**src/rtl/sbqm_pkg.sv**
```systemverilog
// Shared constants and width helper for the bank-queue occupancy blocks.
package sbqm_pkg;

    localparam int DEF_MAX_COUNT  = 7;
    localparam int DEF_DEB_CYCLES = 4;

    function automatic int count_width(input int max_count);
        return $clog2(max_count + 1);
    endfunction

endpackage

```
**src/rtl/sensor_conditioner.sv**
```systemverilog
// Photocell conditioning: 2-flop synchroniser, consecutive-cycle debounce,
// and a one-cycle strobe on each debounced rising edge.
module sensor_conditioner #(
    parameter int DEB_CYCLES = 4
) (
    input  logic clk,
    input  logic rst,
    input  logic raw,
    output logic pulse
);

    localparam int DW = $clog2(DEB_CYCLES + 1);
    localparam logic [DW-1:0] TERM = DW'(DEB_CYCLES - 1);

    logic          sync1;
    logic          sync2;
    logic          deb;
    logic          deb_q;
    logic [DW-1:0] cnt;

    always_ff @(posedge clk) begin
        if (rst) begin
            sync1 <= 1'b0;
            sync2 <= 1'b0;
            deb   <= 1'b0;
            deb_q <= 1'b0;
            cnt   <= '0;
        end else begin
            sync1 <= raw;
            sync2 <= sync1;
            deb_q <= deb;
            // any agreeing cycle restarts qualification
            if (sync2 == deb) begin
                cnt <= '0;
            end else if (cnt == TERM) begin
                deb <= sync2;
                cnt <= '0;
            end else begin
                cnt <= cnt + 1'b1;
            end
        end
    end

    assign pulse = deb & ~deb_q;

endmodule

```
**src/rtl/queue_occupancy_counter.sv**
```systemverilog
// Saturating queue occupancy counter driven by conditioned entry/exit
// photocells, with full/empty decode and sticky over/underflow flags.
module queue_occupancy_counter
    import sbqm_pkg::*;
#(
    parameter  int MAX_COUNT  = DEF_MAX_COUNT,
    parameter  int DEB_CYCLES = DEF_DEB_CYCLES,
    localparam int CW         = count_width(MAX_COUNT)
) (
    input  logic          clk,
    input  logic          rst,
    input  logic          clr,
    input  logic          sensor_in,
    input  logic          sensor_out,
    output logic [CW-1:0] count,
    output logic          full,
    output logic          empty,
    output logic          in_pulse,
    output logic          out_pulse,
    output logic          overflow_err,
    output logic          underflow_err
);

    localparam logic [CW-1:0] MAX_C = CW'(MAX_COUNT);

    sensor_conditioner #(.DEB_CYCLES(DEB_CYCLES)) u_cond_in (
        .clk   (clk),
        .rst   (rst),
        .raw   (sensor_in),
        .pulse (in_pulse)
    );

    sensor_conditioner #(.DEB_CYCLES(DEB_CYCLES)) u_cond_out (
        .clk   (clk),
        .rst   (rst),
        .raw   (sensor_out),
        .pulse (out_pulse)
    );

    always_ff @(posedge clk) begin
        if (rst || clr) begin
            count         <= '0;
            overflow_err  <= 1'b0;
            underflow_err <= 1'b0;
        end else begin
            // simultaneous entry and exit cancel, even at the limits
            case ({in_pulse, out_pulse})
                2'b10: begin
                    if (count == MAX_C) overflow_err <= 1'b1;
                    else                count        <= count + 1'b1;
                end
                2'b01: begin
                    if (count == '0) underflow_err <= 1'b1;
                    else             count         <= count - 1'b1;
                end
                default: ;
            endcase
        end
    end

    assign full  = (count == MAX_C);
    assign empty = (count == '0);

endmodule

```
**config.mk**
```make
export PLATFORM = sky130hd
export DESIGN_NAME = queue_occupancy_counter
export DESIGN_NICKNAME = d
export VERILOG_FILES = /design/src/rtl/sbqm_pkg.sv /design/src/rtl/sensor_conditioner.sv /design/src/rtl/queue_occupancy_counter.sv
export SDC_FILE = /design/constraint.sdc
export NUM_CORES = 1
export LEC_CHECK = 0
export CAP_MARGIN = 20
export CORE_MARGIN = 2
export CORE_UTILIZATION = 49
export CTS_CLUSTER_SIZE = 14
export DETAILED_ROUTE_END_ITERATION = 7
export PLACE_DENSITY = 0.81
export REMOVE_ABC_BUFFERS = 1
export SLEW_MARGIN = 20
export SYNTH_ARGS = -nofsm -noshare
export SYNTH_HDL_FRONTEND = slang
export SYNTH_SLANG_ARGS = --single-unit
```
**constraint.sdc**
```tcl
create_clock -name clk -period 2.42 [get_ports clk]
set_clock_uncertainty 0.15 [all_clocks]
set_input_delay 0.484 -clock clk [delete_from_list [all_inputs] [get_ports clk]]
set_output_delay 0.484 -clock clk [all_outputs]
set_load 0.01 [all_outputs]
```
Yosys cells after proc, flatten, opt, wreduce, memory -nomap -nowiden
Cells that the tools add are included.
- logic and storage cells: 45
- output and inout port bits: 9
- input bits: 5
- register bits: 19
- equality and inequality tests: 9
- add/sub/neg operators: 4
- reductions and logical operators: 10
- bitwise logic cells: 6
- muxes and demuxes: 3
- operators with widths (cell ; count):
    adder 3 x 1 -> 3 bit, second input constant ; 3
    AND reduction 2 bit ; 4
    equality test 3 x 2 -> 1 bit, second input constant ; 2
    two-way mux 3 bit ; 2
    case mux 3 bit (2 select lines) ; 1
    OR reduction 3 bit ; 2
    inequality test 2 bit, second input constant ; 2
    NOT 1 bit ; 4
    equality test 3 bit, second input constant ; 1
    logical NOT 3 bit ; 1
    AND reduction 3 bit ; 1
    subtractor 3 x 1 -> 3 bit, second input constant ; 1
    AND 1 bit ; 2
    equality test 1 bit ; 2
    equality test 2 x 1 -> 1 bit, second input constant ; 1
    equality test 2 bit, second input constant ; 1
    nonzero test 2 bit ; 1
    logical OR 1 bit ; 1

Longest topological paths before layout
- word-level depth: 5
- depth in mapped cells: 7
- mapped depth without buffers: 7

Hierarchy
Synthesis repeated with hierarchy kept, for this count alone.
- cells, all modules: 73
- area total of the unflattened synthesis: 790.8 um^2
- by module, submodules not included (module ; sequential area each (um^2) ; area each (um^2) ; times used ; cells an instance):
    sensor_conditioner ; 140.1 ; 244.0 ; 2 ; 20
    queue_occupancy_counter ; 100.1 ; 302.8 ; 1 ; 33

Worst setup path before layout
OpenSTA, ideal clock, no wires.
- path type: reg-to-reg
- from: register u_cond_out.deb_q
- to: register count[2]
- path buffers: 0
- required time: 2.198 ns
- clock period less this slack: 1.719 ns
- stages on the path, launching flop included: 8
- setup time: 0.072 ns
- slack: 0.701 ns
- data arrival time: 1.497 ns
- path through: dfxtp_1 nand2b_2 inv_2 nand2_1 fa_1 a21boi_0 a211oi_2 mux2i_1
- word-level cells in the longest chain between the ends: 5
- elaborated cells on any way between the ends: 9
- those cells by class: 4 x eq/ne; 1 x mux; 2 x bitwise; 2 x reduce/logical
- ends and longest elaborated chain (what ; RTL line ; source):
    from (decl) ; sensor_conditioner.sv:18 ; logic deb_q;
    from (signal assigned) ; sensor_conditioner.sv:26 ; deb_q <= 1'b0;
    from (signal assigned) ; sensor_conditioner.sv:31 ; deb_q <= deb;
    NOT 1 bit * ; sensor_conditioner.sv:44 ; assign pulse = deb & ~deb_q;
    AND 1 bit * ; sensor_conditioner.sv:44 ;
    net out_pulse ; queue_occupancy_counter.sv:19 ; output logic out_pulse,
    equality test 2 x 1 -> 1 bit or equality test 2 bit (tied branches) ; queue_occupancy_counter.sv:47 ; case ({in_pulse, out_pulse})
    inequality test 2 bit (no line) or nonzero test 2 bit (tied branches) ; - ;
    AND reduction 3 bit (no line) ; - ;
    to (signal assigned) ; queue_occupancy_counter.sv:50 ; else count <= count + 1'b1;
    to (signal assigned) ; queue_occupancy_counter.sv:54 ; else count <= count - 1'b1;
    to (decl) ; queue_occupancy_counter.sv:15 ; output logic [CW-1:0] count,
The timed path passes the listed nets; every way through them passes the cells marked *.
A chain may end at the register's enable or synchronous reset.

Final worst setup path
- from: register count[0]
- to: output full
- word-level cells in the longest chain between the ends: 1
- ends and longest elaborated chain (what ; RTL line ; source):
    equality test 3 bit ; queue_occupancy_counter.sv:61 ; assign full = (count == MAX_C);
    to (decl) ; queue_occupancy_counter.sv:16 ; output logic full,
No other way between the ends.

==> impl_metrics.ini <==
[drt]
wl_um = 1200
drt-initial-drc-count = 4
vias_per_cell = 5.07
routedWlPerCell_um = 10.7
dr.pass1.iters = 4
drt_drc_violations_left = 0
vias = 568
ant_nets = 0

[yosys]
avgSynthCellArea_um2 = 9.91
yosysTopAreaCell = dfxtp_1
netlist_area_um2 = 783
async_flop_share_pct = 0
ys_ff_latch = 19
synth_ff_type = dfxtp_1
synth.distinct_cells = 29
synth_warnings = 0
synth.area.top_cells = dfxtp_1, ha_1, nor2_1, nor2b_1, mux2i_1
synthCells = 79
seq_area_frac_synth_pct = 48.6
synth_top_area_share_pct = 48.6
synth-edff-count = 0
yosysMostFrequentCell = dfxtp_1
synth_commonest_cells = dfxtp_1, nor2_1, inv_1

[setup_path]
crit_buf_inv = 1
path_class = reg -> out
cp_top_family = buffers and inverters
path_cells = and3_1 -> clkdlybuf4s50_1
slowest_delay_ps = 560
startpoint_type = flop
path_max_fanout = 5
crit_slowest_cell = clkdlybuf4s50_1
worst_setup_path_end_kind = output pin
crit_required_ps = 1790
worstPathArrival_ps = 1530

[finish]
regArea_um2 = 380
post-route-util_pct = 64.0
fin_cells = 112
area_growth_pct = 23.0
drive_gt1_share_pct = 13.5
fin_nets = 107
multiInputGateArea_um2 = 367
post-route-cell-area_um2 = 963
antenna_cells = 0
fillers = 123
top_regs = count: 3 flops, u_cond_in.cnt: 3 flops, u_cond_out.cnt: 3 flops

[job]
maxCapViolCount = 0

[sta]
fin_setup_tns_ps = 0
slew_viol_final = 0
finalSetupViolations = 0
tightest_slew_ps = 331
rsz0062_at_grt = false
layout_setup_ws_ps = 252
fin_crit_sh_pct = 89.6
min_period_ps = 2170
max_freq_mhz = 461
finalHoldViolCount = 0
relSlewSlack_pct = 77.8

[floorplanning]
num_rows = 14
start_util_pct = 52.0
ios = 14
die_h_um = 44.0
fp.dieArea_um2 = 1930
die_w_um = 44.0
core_area_um2 = 1510

[clock_network]
clk_path_buf_depth = 2
clk_latency_ps = 290
cts-htree-levels = 1
cts_resized = 0
clk_pin_slew_ps = 110
cts_buffers = 3
cts_tree = built
cts_hold_buf = 0
cts_setup_buffers = 0
cts_root_buffer = clkbuf_4
clock_sinks = 19

[power_and_ir_drop]
p_leak_uw = 0.000352
peakVddDrop_uv = 322
power_density_nw_per_um2 = 511

[grt]
first_global_vias = 550
grt_antenna_before_repair = 0
grt_usage_pct = 14.6
grt_pass1_wl_um = 2060
grt_max_degree = 11
overflow = 0

[place]
dpl_cell_area_um2 = 937
dp_cells = 108
dp_hpwl_um = 952
io_buffers = 13
gp_congestion = 0.841
post-place-ws_ps = 494

[outcome]
status = finished, final reports clean

[hold_path]
hold_path.class = reg -> reg
-- worst reg2reg max path, stage by stage, from the launching register on --
cell and delay [ps]:
dfxtp_1 310, nand2b_2 210, inv_2 110, nand2_1 70, fa_1 390, a21boi_0 150, a211oi_2 180, mux2i_1 200
-- placed cells by master (no fill, tap or decap) --
cell type        Yosys  routed
dfxtp_1             19      19
clkdlybuf4s50_1      0      13
nor2_1              11      11
inv_1                6       6
nor2b_1              5       5
ha_1                 4       4
or3_1                3       3
nor3_1               3       3
mux2i_1              3       3
clkbuf_4             0       3
nand2_1              2       2
xnor2_1              2       2
a31oi_1              2       2
o21ai_0              2       2
nand2b_2             1       1
inv_2                1       1
nand2b_4             1       1
inv_4                1       1
nor3_2               1       1
and3_1               1       1
nor2b_2              1       1
or3_2                1       1
or3_4                1       1
a21boi_0             1       1
a211oi_2             1       1
or2_1                1       1
o311a_1              1       1
nand3_1              1       1
a21oi_1              1       1
fa_1                 1       1
clkbuf_1             1       1
buf_4                0       1
-- through the flow --
stage          hold WS [ps]  total power, uW
5_1_grt                 301              515
2_1_floorplan           249              332
3_3_place_gp            257              344
6_report                273              492
3_5_place_dp            267              344
4_1_cts                 281              495
-- power breakdown --
group / switching [uW] / total [uW] / leakage, uW / internal [uW]
registers: 1.68 / 318 / 0.000154 / 317
clock network: 91.1 / 155 / 0.0000150 / 64.0
logic: 7.36 / 18.6 / 0.000183 / 11.2
total: 100 / 492 / 0.000352 / 392
-- cell type report --
class                      instances  share of cell area [%]
multi-input combinational         51                    38.1
timing repair buffer              14                    14.3
inverter                           8                    3.38
sequential                        19                    39.5
clock buffer                       4                    2.73
tap                               16                    2.08
-- layer usage --
layer / track usage (%) / up-vias / part of all wire [%] / wire, um
li1: - / 301 / - / -
met1: 16.3 / 256 / 48 / 577
met2: 25.3 / 9 / 47 / 557
met3: 3.75 / 2 / 3.9 / 47
met4: 7.27 / 0 / 1.1 / 13
met5: 0 / - / 0 / 0
-- cells by family after synthesis --
family / count (synthesis) / synth area share (%)
compound gates: 8 / 7.35
xor+xnor: 2 / 2.24
fa+ha+maj: 5 / 8.95
buf+inv: 9 / 4.63
flops: 19 / 48.6
mux: 3 / 3.83
simple gates: 33 / 24.4
-- final timing paths --
path,from,to,slack (ps),cells past startpoint
min,u_cond_in.cnt[0]$_SDFF_PP0_,u_cond_in.cnt[0]$_SDFF_PP0_,270,1
max,count[0]$_SDFFE_PP0P_,full,250,2
min reg2reg,u_cond_in.cnt[0]$_SDFF_PP0_,u_cond_in.cnt[0]$_SDFF_PP0_,270,1
max reg2reg,u_cond_out.deb_q$_SDFF_PP0_,count[2]$_SDFFE_PP0P_,590,7
No activity file was read; power rests on OpenSTA's default activity.
